`src/rtl/systolic_ctrl.sv`:
```
// systolic_ctrl: job sequencer for a ROWS x COLS weight-stationary PE array.
// It loads weights when needed, streams the activation vectors, drains the
// array and then pulses done_o. It drives the PE mux codes and the feeder read
// strobes, and tracks when results become valid at the bottom of the array.

module systolic_ctrl #(
  parameter int ROWS  = 4,
  parameter int COLS  = 4,
  parameter int VEC_W = 8
) (
  input  logic                                   clk_i,
  input  logic                                   rst_i,
  input  logic                                   start_i,
  input  logic                                   reuse_w_i,
  input  logic [VEC_W-1:0]                       num_vec_i,
  output logic                                   busy_o,
  output logic                                   done_o,
  output logic                                   weights_valid_o,
  output logic                                   w_rd_o,
  output logic [((ROWS > 1) ? $clog2(ROWS) : 1)-1:0] w_row_o,
  output logic                                   a_rd_o,
  output logic [VEC_W-1:0]                       a_idx_o,
  output logic [2*ROWS-1:0]                      pe_mux_o,
  output logic [ROWS-1:0]                        add_zero_o,
  output logic [COLS-1:0]                        res_valid_o
);

  localparam int ROW_W  = (ROWS > 1) ? $clog2(ROWS) : 1;
  localparam int PH_W   = $clog2(ROWS + COLS) + 1;
  localparam int PIPE_L = ROWS + COLS - 1;

  // Mux codes replicated across every PE row
  localparam logic [2*ROWS-1:0] MUX_SHIFT   = {ROWS{2'd0}};
  localparam logic [2*ROWS-1:0] MUX_LATCH   = {ROWS{2'd1}};
  localparam logic [2*ROWS-1:0] MUX_COMPUTE = {ROWS{2'd2}};
  localparam logic [2*ROWS-1:0] MUX_HOLD    = {ROWS{2'd3}};

  // Phase counter end values for the weight load and the drain
  localparam logic [PH_W-1:0]  W_LAST   = PH_W'(ROWS - 1);
  localparam logic [PH_W-1:0]  W_PEN    = PH_W'(ROWS - 2);
  localparam logic [PH_W-1:0]  D_LAST   = PH_W'(ROWS + COLS - 2);
  localparam logic [ROW_W-1:0] ROW_LAST = ROW_W'(ROWS - 1);

  typedef enum logic [2:0] {
    IDLE,
    WLOAD,
    STREAM,
    DRAIN,
    DONE
  } state_t;

  state_t            state;
  logic [PH_W-1:0]   phase;
  logic [VEC_W-1:0]  n_vec;
  logic [PIPE_L-1:0] res_pipe;

  // Row 0 starts each column sum; the other rows accumulate from above
  assign add_zero_o = ROWS'(1);

  // Job sequencer; every output is registered alongside the state it belongs to
  always_ff @(posedge clk_i) begin
    if (rst_i) begin
      state           <= IDLE;
      phase           <= '0;
      n_vec           <= '0;
      busy_o          <= 1'b0;
      done_o          <= 1'b0;
      weights_valid_o <= 1'b0;
      w_rd_o          <= 1'b0;
      w_row_o         <= '0;
      a_rd_o          <= 1'b0;
      a_idx_o         <= '0;
      pe_mux_o        <= MUX_HOLD;
    end else begin
      done_o <= 1'b0;
      unique case (state)
        IDLE: begin
          if (start_i) begin
            n_vec  <= num_vec_i;
            busy_o <= 1'b1;
            if (reuse_w_i && weights_valid_o) begin
              if (num_vec_i != '0) begin
                state    <= STREAM;
                a_rd_o   <= 1'b1;
                a_idx_o  <= '0;
                pe_mux_o <= MUX_COMPUTE;
              end else begin
                state    <= DONE;
                done_o   <= 1'b1;
                pe_mux_o <= MUX_HOLD;
              end
            end else begin
              state    <= WLOAD;
              phase    <= '0;
              w_rd_o   <= 1'b1;
              w_row_o  <= ROW_LAST;
              pe_mux_o <= (ROWS == 1) ? MUX_LATCH : MUX_SHIFT;
            end
          end
        end

        WLOAD: begin
          if (phase == W_LAST) begin
            weights_valid_o <= 1'b1;
            w_rd_o          <= 1'b0;
            w_row_o         <= '0;
            phase           <= '0;
            if (n_vec != '0) begin
              state    <= STREAM;
              a_rd_o   <= 1'b1;
              a_idx_o  <= '0;
              pe_mux_o <= MUX_COMPUTE;
            end else begin
              state    <= DONE;
              done_o   <= 1'b1;
              pe_mux_o <= MUX_HOLD;
            end
          end else begin
            phase    <= phase + 1'b1;
            w_row_o  <= w_row_o - 1'b1;
            pe_mux_o <= (phase == W_PEN) ? MUX_LATCH : MUX_SHIFT;
          end
        end

        STREAM: begin
          if (a_idx_o == n_vec - VEC_W'(1)) begin
            state   <= DRAIN;
            a_rd_o  <= 1'b0;
            a_idx_o <= '0;
            phase   <= '0;
          end else begin
            a_idx_o <= a_idx_o + 1'b1;
          end
        end

        DRAIN: begin
          if (phase == D_LAST) begin
            state    <= DONE;
            done_o   <= 1'b1;
            pe_mux_o <= MUX_HOLD;
            phase    <= '0;
          end else begin
            phase <= phase + 1'b1;
          end
        end

        DONE: begin
          state  <= IDLE;
          busy_o <= 1'b0;
        end

        default: begin
          state    <= IDLE;
          busy_o   <= 1'b0;
          pe_mux_o <= MUX_HOLD;
        end
      endcase
    end
  end

  // Delay line tracking each issued vector as it ripples through rows then columns
  always_ff @(posedge clk_i) begin
    if (rst_i) begin
      res_pipe <= '0;
    end else begin
      res_pipe[0] <= a_rd_o;
      for (int i = 1; i < PIPE_L; i++) begin
        res_pipe[i] <= res_pipe[i-1];
      end
    end
  end

  // Column c sees a vector ROWS+c cycles after it was issued
  for (genvar c = 0; c < COLS; c++) begin : g_res_valid
    assign res_valid_o[c] = res_pipe[ROWS+c-1];
  end

endmodule
```
`config.mk`:
```
export PLATFORM = sky130hd
export DESIGN_NAME = systolic_ctrl
export DESIGN_NICKNAME = d
export VERILOG_FILES = /design/src/rtl/systolic_ctrl.sv
export SDC_FILE = /design/constraint.sdc
export NUM_CORES = 1
export LEC_CHECK = 0
export CAP_MARGIN = 0
export CORE_ASPECT_RATIO = 1.25
export CORE_MARGIN = 2
export CORE_UTILIZATION = 35
export DETAILED_ROUTE_END_ITERATION = 6
export SKIP_CTS_REPAIR_TIMING = 1
export SLEW_MARGIN = 25
export SYNTH_ARGS = -nofsm -noshare
export SYNTH_HDL_FRONTEND = slang
export SYNTH_SLANG_ARGS = --single-unit
```
`constraint.sdc`:
```
create_clock -name clk_i -period 2.5 [get_ports clk_i]
set_input_delay 0.625 -clock clk_i [delete_from_list [all_inputs] [get_ports clk_i]]
set_output_delay 0.625 -clock clk_i [all_outputs]
set_load 0.02 [all_outputs]
```
==> results.yml, run 1 <==
run_status:
  status: "complete, no violations"
floorplan:
  rows: 32
  chipWidth_um: 74.4
  io_pins: 43
  die-area_mm2: 0.00684
  core_area_mm2: 0.00609
  die_y_um: 92.0
  start_util_pct: 35.6
logic_synthesis:
  yosys-top-cells-count: "nand2_1 (42), dfxtp_1 (39), a21oi_1 (24)"
  synth-edff-count: 0
  ys_warn_count: 0
  yosys.area.top_type: "dfxtp_1"
  async_reset_ff_share_pct: 0
  synth_flop_cell: "dfxtp_1"
  synth_area_mm2: 0.00217
  ys_seq_area_share_pct: 36.0
  ys_top_cells_by_area: "dfxtp_1 (36%), nand2_1 (7.3%), a21oi_1 (5.5%), buf_4 (4.8%), nor2_1 (3.1%)"
  synth.top_cell.area_share_pct: 36.0
  syn_avg_cell_area_um2: 8.06
  yosysMostFrequentCell: "nand2_1"
  synth_cells: 269
  synth_seq_cells: 39
  synthDistinctLibCells: 53
clocking:
  clk_pin_slew_ns: 0.08
  root_buffer: "clkbuf_8"
  cts_max_level: 2
  numClockSinks: 39
  cts_buffer_depth: 2
  cts_buffers: 5
  cts_tree: "yes"
  clk_latency_ns: 0.29
worst_setup_path:
  worstSetupStartpoint: "phase[0]$_SDFFE_PP0P_"
  rrSetupSlack_ns: 0.32
  required_ns: 2.68
  r2r-start: "phase[0]$_SDFFE_PP0P_"
  critPathMaxFanout: 8
  worstSetupStartpointType: "flop"
  reg2regPathDepth: 7
  arrival_ns: 2.35
  crit_end: "a_idx_o[2]$_SDFFE_PP0P_"
  cp-end-kind: "flop"
  worstSetupPathType: "reg -> reg"
  worstReg2RegEnd: "a_idx_o[2]$_SDFFE_PP0P_"
layout:
  multi_input_area_mm2: 0.00119
  stdcell_count: 384
  antenna_cells: 0
  final_nets: 314
  syn_to_final_growth_pct: 21.6
  regArea_um2: 781
  stdcell_area_mm2: 0.00264
  fillers: 637
  drive_gt1_share_pct: 8.70
detailed_routing:
  wirelength_um: 4910
  drtPass1Iterations: 4
  met1Wirelength_um: 2220
  met3_length_um: 208
  post-route-drc-count: 0
  routed.top_layer: "met4"
  dr_wl_met2_um: 2440
  via_per_inst: 5.03
  wire_per_inst_um: 12.8
  vias: 1931
  drt_iter0_drc: 85
  ant_nets: 0
global_route:
  grt_pass1_wl_um: 7980
  antenna_found_initial: 0
  grt_util_all_layers_pct: 14.7
  grt_pass1_vias: 1765
  grt-ovfl-total: 0
  grt_max_degree: 30
timing:
  fin_hold_ws_ns: 0.437
  relSlewSlack_pct: 64.6
  rsz0062_at_grt: "no"
  fmax_mhz: 459
  period_needed_ns: 2.18
  tightest_slew_ns: 0.530
  hold_violations: 0
  maxSlewViolCount: 0
  tns_ns: 0
  fin_skew_ns: 0.00818
  fin_crit_sh_pct: 87.1
  setup_viol: 0
place:
  place_hpwl_um: 3590
  placed_cell_area_mm2: 0.00255
  numPortBuffers: 38
  dp_cells: 376
  gp_congestion: 0.779
pwr:
  p_total_uw: 1410
  leakagePower_uw: 0.000972
  power.density_mw_per_mm2: 537
  vdd_drop_max_uv: 288
run:
  cap_violations: 0
hold_path:
  hold_path_class: "reg -> reg"
## worst min-delay path by stage
stage	start	end	slack (ns)	cells after the start
3_5_place_dp	res_pipe[2]$_SDFF_PP0_	res_pipe[3]$_SDFF_PP0_	0.42	1
6_report	res_pipe[2]$_SDFF_PP0_	res_pipe[3]$_SDFF_PP0_	0.44	1
4_1_cts	res_pipe[2]$_SDFF_PP0_	res_pipe[3]$_SDFF_PP0_	0.44	1
2_1_floorplan	res_pipe[0]$_SDFF_PP0_	res_pipe[1]$_SDFF_PP0_	0.41	1
5_1_grt	res_pipe[0]$_SDFF_PP0_	res_pipe[1]$_SDFF_PP0_	0.47	1
3_3_place_gp	res_pipe[2]$_SDFF_PP0_	res_pipe[3]$_SDFF_PP0_	0.42	1
## sequential cells by signal, summed over array words and instances (netlist names)
signal / cells
a_idx_o: 8
n_vec: 8
res_pipe: 7
phase: 4
state: 3
pe_mux_o: 2
w_row_o: 2
a_rd_o: 1
busy_o: 1
done_o: 1
w_rd_o: 1
weights_valid_o: 1
## cell type report
| class | count | area share [%] |
|---|---|---|
| clock inverters | 1 | 0.190 |
| flip-flops and latches | 39 | 29.6 |
| well taps | 85 | 4.04 |
| clock buffers | 7 | 2.90 |
| repair buffers | 46 | 16.7 |
| multi-input cells | 196 | 45.1 |
| inverters | 10 | 1.42 |
## layer usage
layer	global-route usage, %	up-vias
met2	24.6	45
li1	-	987
met1	18.5	891
met4	4.91	0
met5	0	-
met3	3.08	8
## where the power goes
group,switching (uW),leakage (uW),internal [uW]
clock,213,0.0000422,196
combinational,171,0.000612,144
sequential,39.3,0.000318,652
total,424,0.000972,991
## cells in the final DEF (no fill, tap or decap), types with 2 or more instances in the layout
cell              n
xor2_1            3
mux2i_1           2
buf_4             8
clkdlybuf4s50_1  38
a2111oi_0         2
conb_1            4
clkbuf_1          2
or2_2             3
a21oi_1          24
nand3_1           9
o211ai_1          3
clkbuf_8          5
o311ai_1          4
dfxtp_1          39
nor2b_1           9
inv_1            10
a31oi_1           3
nand4b_1          2
xnor2_1           7
ha_1              4
nand4_1           7
nor3_1            8
nor2_1           18
a22oi_1           2
a21o_1            3
nand2b_1          3
nand2_1          42
a221o_1           2
o21ai_0           5
o21ai_1           3
nor4_1            2
## worst max-delay path: stages (launching register included)
cell and delay [ns]:
dfxtp_1 0.38, ha_1 0.22, or3b_4 0.42, or2_4 0.26
a221oi_4 0.39, a21oi_4 0.15, a31oi_2 0.15, o22ai_1 0.09
## cells by family after synthesis
family | after synthesis | share of synthesized area, %
fa+ha+maj | 4 | 2.31
buf+inv | 36 | 9.47
simple gates | 111 | 25.1
xor+xnor | 10 | 4.04
flops | 39 | 36.0
mux | 2 | 0.924
other cells | 2 | 0.347
compound gates | 65 | 21.8
## per-stage QoR
stage | setup WS, ns | util, %
finish | 0.323 | 43.3
global route | 0.216 | 43.3
CTS | 0.311 | 43.3
detailed placement | 0.0909 | 42.0
global placement | 0.0528 | 42.0
floorplan | 0.505 | -
Power figures use the tool's default switching activity.
==> inputs of run 2 (changes only) <==
--- a/config.mk
+++ b/config.mk
@@ -8,8 +8,9 @@
 export CAP_MARGIN = 0
 export CORE_ASPECT_RATIO = 1.25
 export CORE_MARGIN = 2
-export CORE_UTILIZATION = 35
+export CORE_UTILIZATION = 50
 export DETAILED_ROUTE_END_ITERATION = 6
+export PLACE_DENSITY = 0.78
 export SKIP_CTS_REPAIR_TIMING = 1
 export SLEW_MARGIN = 25
 export SYNTH_ARGS = -nofsm -noshare
==> run 2 against run 1 <==
Clock skew is 0.0015 ns lower. Core utilization increased by 20 points. Total power up 8.8%. Cell area decreased by 0.81%. Sequential cell count stayed put. Largest power group unchanged.
==> results.yml, run 2 (same netlist as run 1, synthesis figures left out) <==
detailed_routing:
  met3_length_um: 269
  drt_iter0_drc: 123
  ant_nets: 0
  wirelength_um: 4760
  dr_wl_met2_um: 2540
  via_per_inst: 5.57
  routed.top_layer: "met4"
  drtPass1Iterations: 4
  met1Wirelength_um: 1910
  wire_per_inst_um: 13.5
  post-route-drc-count: 0
  vias: 1960
pwr:
  leakagePower_uw: 0.000974
  power.density_mw_per_mm2: 589
  vdd_drop_max_uv: 436
timing:
  maxSlewViolCount: 0
  fin_skew_ns: 0.00671
  rsz0062_at_grt: "no"
  fin_hold_ws_ns: 0.439
  fin_crit_sh_pct: 91.5
  tns_ns: 0
  tightest_slew_ns: 0.534
  fmax_mhz: 437
  hold_violations: 0
  relSlewSlack_pct: 64.3
  setup_viol: 0
  period_needed_ns: 2.29
worst_setup_path:
  worstSetupStartpointType: "input pin"
  worstSetupPathType: "in -> reg"
  required_ns: 2.63
  max_stage_delay_ns: 0.44
  path_buf_inv: 1
  crit_family: "compound AO/OA/AOI/OAI gates"
  worstSetupStartpoint: "num_vec_i[4]"
  cp-end-kind: "flop"
  crit_chain: "clkdlybuf4s50_1 -> nor4_1 -> nand4b_1 -> o32ai_1 -> a21oi_1 -> a2111oi_1"
  crit_path_top_delay_cell: "nor4_1"
  critPathMaxFanout: 2
  arrival_ns: 2.42
  r2r-start: "n_vec[0]$_SDFFE_PP0P_"
clocking:
  clk_pin_slew_ns: 0.07
  root_buffer: "clkbuf_8"
  numClockSinks: 39
  clk_latency_ns: 0.29
  cts_buffers: 5
  cts_max_level: 2
  cts_tree: "yes"
  cts_buffer_depth: 2
global_route:
  grt_pass1_wl_um: 8010
  antenna_found_initial: 0
  grt_pass1_vias: 1840
  grt_max_degree: 30
  grt_util_all_layers_pct: 20.1
  grt-ovfl-total: 0
run:
  cap_violations: 0
layout:
  syn_to_final_growth_pct: 20.6
  final_nets: 311
  layout_common_cells: "nand2_1 (42), dfxtp_1 (39), clkdlybuf4s50_1 (38)"
  stdcell_count: 352
  fillers: 362
  final_util_pct: 63.3
  top_regs: "a_idx_o x8, n_vec x8, res_pipe x7"
  drive_gt1_share_pct: 8.45
  final_common_cell: "nand2_1"
  multi_input_area_mm2: 0.00119
  regArea_um2: 781
  antenna_cells: 0
place:
  dp_cells: 344
  place_hpwl_um: 3520
  gp_congestion: 0.865
  numPortBuffers: 38
run_status:
  status: "complete, no violations"
floorplan:
  die-area_mm2: 0.00488
  start_util_pct: 52.5
  rows: 26
  core_area_mm2: 0.00413
  die_y_um: 77.6
  io_pins: 43
  chipWidth_um: 62.9
hold_path:
  worstHoldStart: "res_pipe[1]$_SDFF_PP0_"
  hold_path_class: "reg -> reg"
==> run 2: changes by cell type in the layout (fill, tap and decap cells not counted), sizes merged <==
cell    previous run  this run
buf                8         5
bufinv             0         1
clkbuf             7         6
==> run 2: cell type report <==
| class | instances | share of cell area, % |
|---|---|---|
| Clock inverter | 2 | 1.34 |
| Clock buffer | 6 | 3.16 |
| Inverter | 10 | 1.44 |
| Sequential cell | 39 | 29.9 |
| Timing Repair Buffer | 43 | 16.0 |
| Multi-Input combinational cell | 196 | 45.5 |
| Tap cell | 56 | 2.68 |
==> run 2: path summary, 6_finish.rpt <==
kind	slack (ns)	to	depth (start not counted)
setup / recovery	0.21	done_o$_SDFF_PP0_	6
hold / removal	0.44	res_pipe[2]$_SDFF_PP0_	1
hold reg to reg	0.44	res_pipe[2]$_SDFF_PP0_	1
setup reg to reg	0.31	state[0]$_SDFFE_PP0P_	8
==> run 2: through the flow <==
step | area [um2] | power, uW | setup slack, ns
2_1_floorplan | 2170 | 929 | 0.505
3_3_place_gp | 2490 | 1010 | -0.146
3_5_place_dp | 2490 | 1020 | -0.162
4_1_cts | 2610 | 1550 | 0.108
5_1_grt | 2610 | 1610 | 0.0604
6_report | 2610 | 1540 | 0.212
==> run 2: where the power goes <==
group          switching (uW)  internal, uW  total [uW]
combinational             171           143         314
sequential               38.7           652         690
clock                     211           323         534
==> run 2: metal layers <==
| metal | up-vias | global-route usage, % |
|---|---|---|
| met1 | 914 | 22.5 |
| met4 | 0 | 6.00 |
| met2 | 63 | 37.2 |
| met5 | - | 0 |
| li1 | 979 | - |
| met3 | 4 | 4.64 |
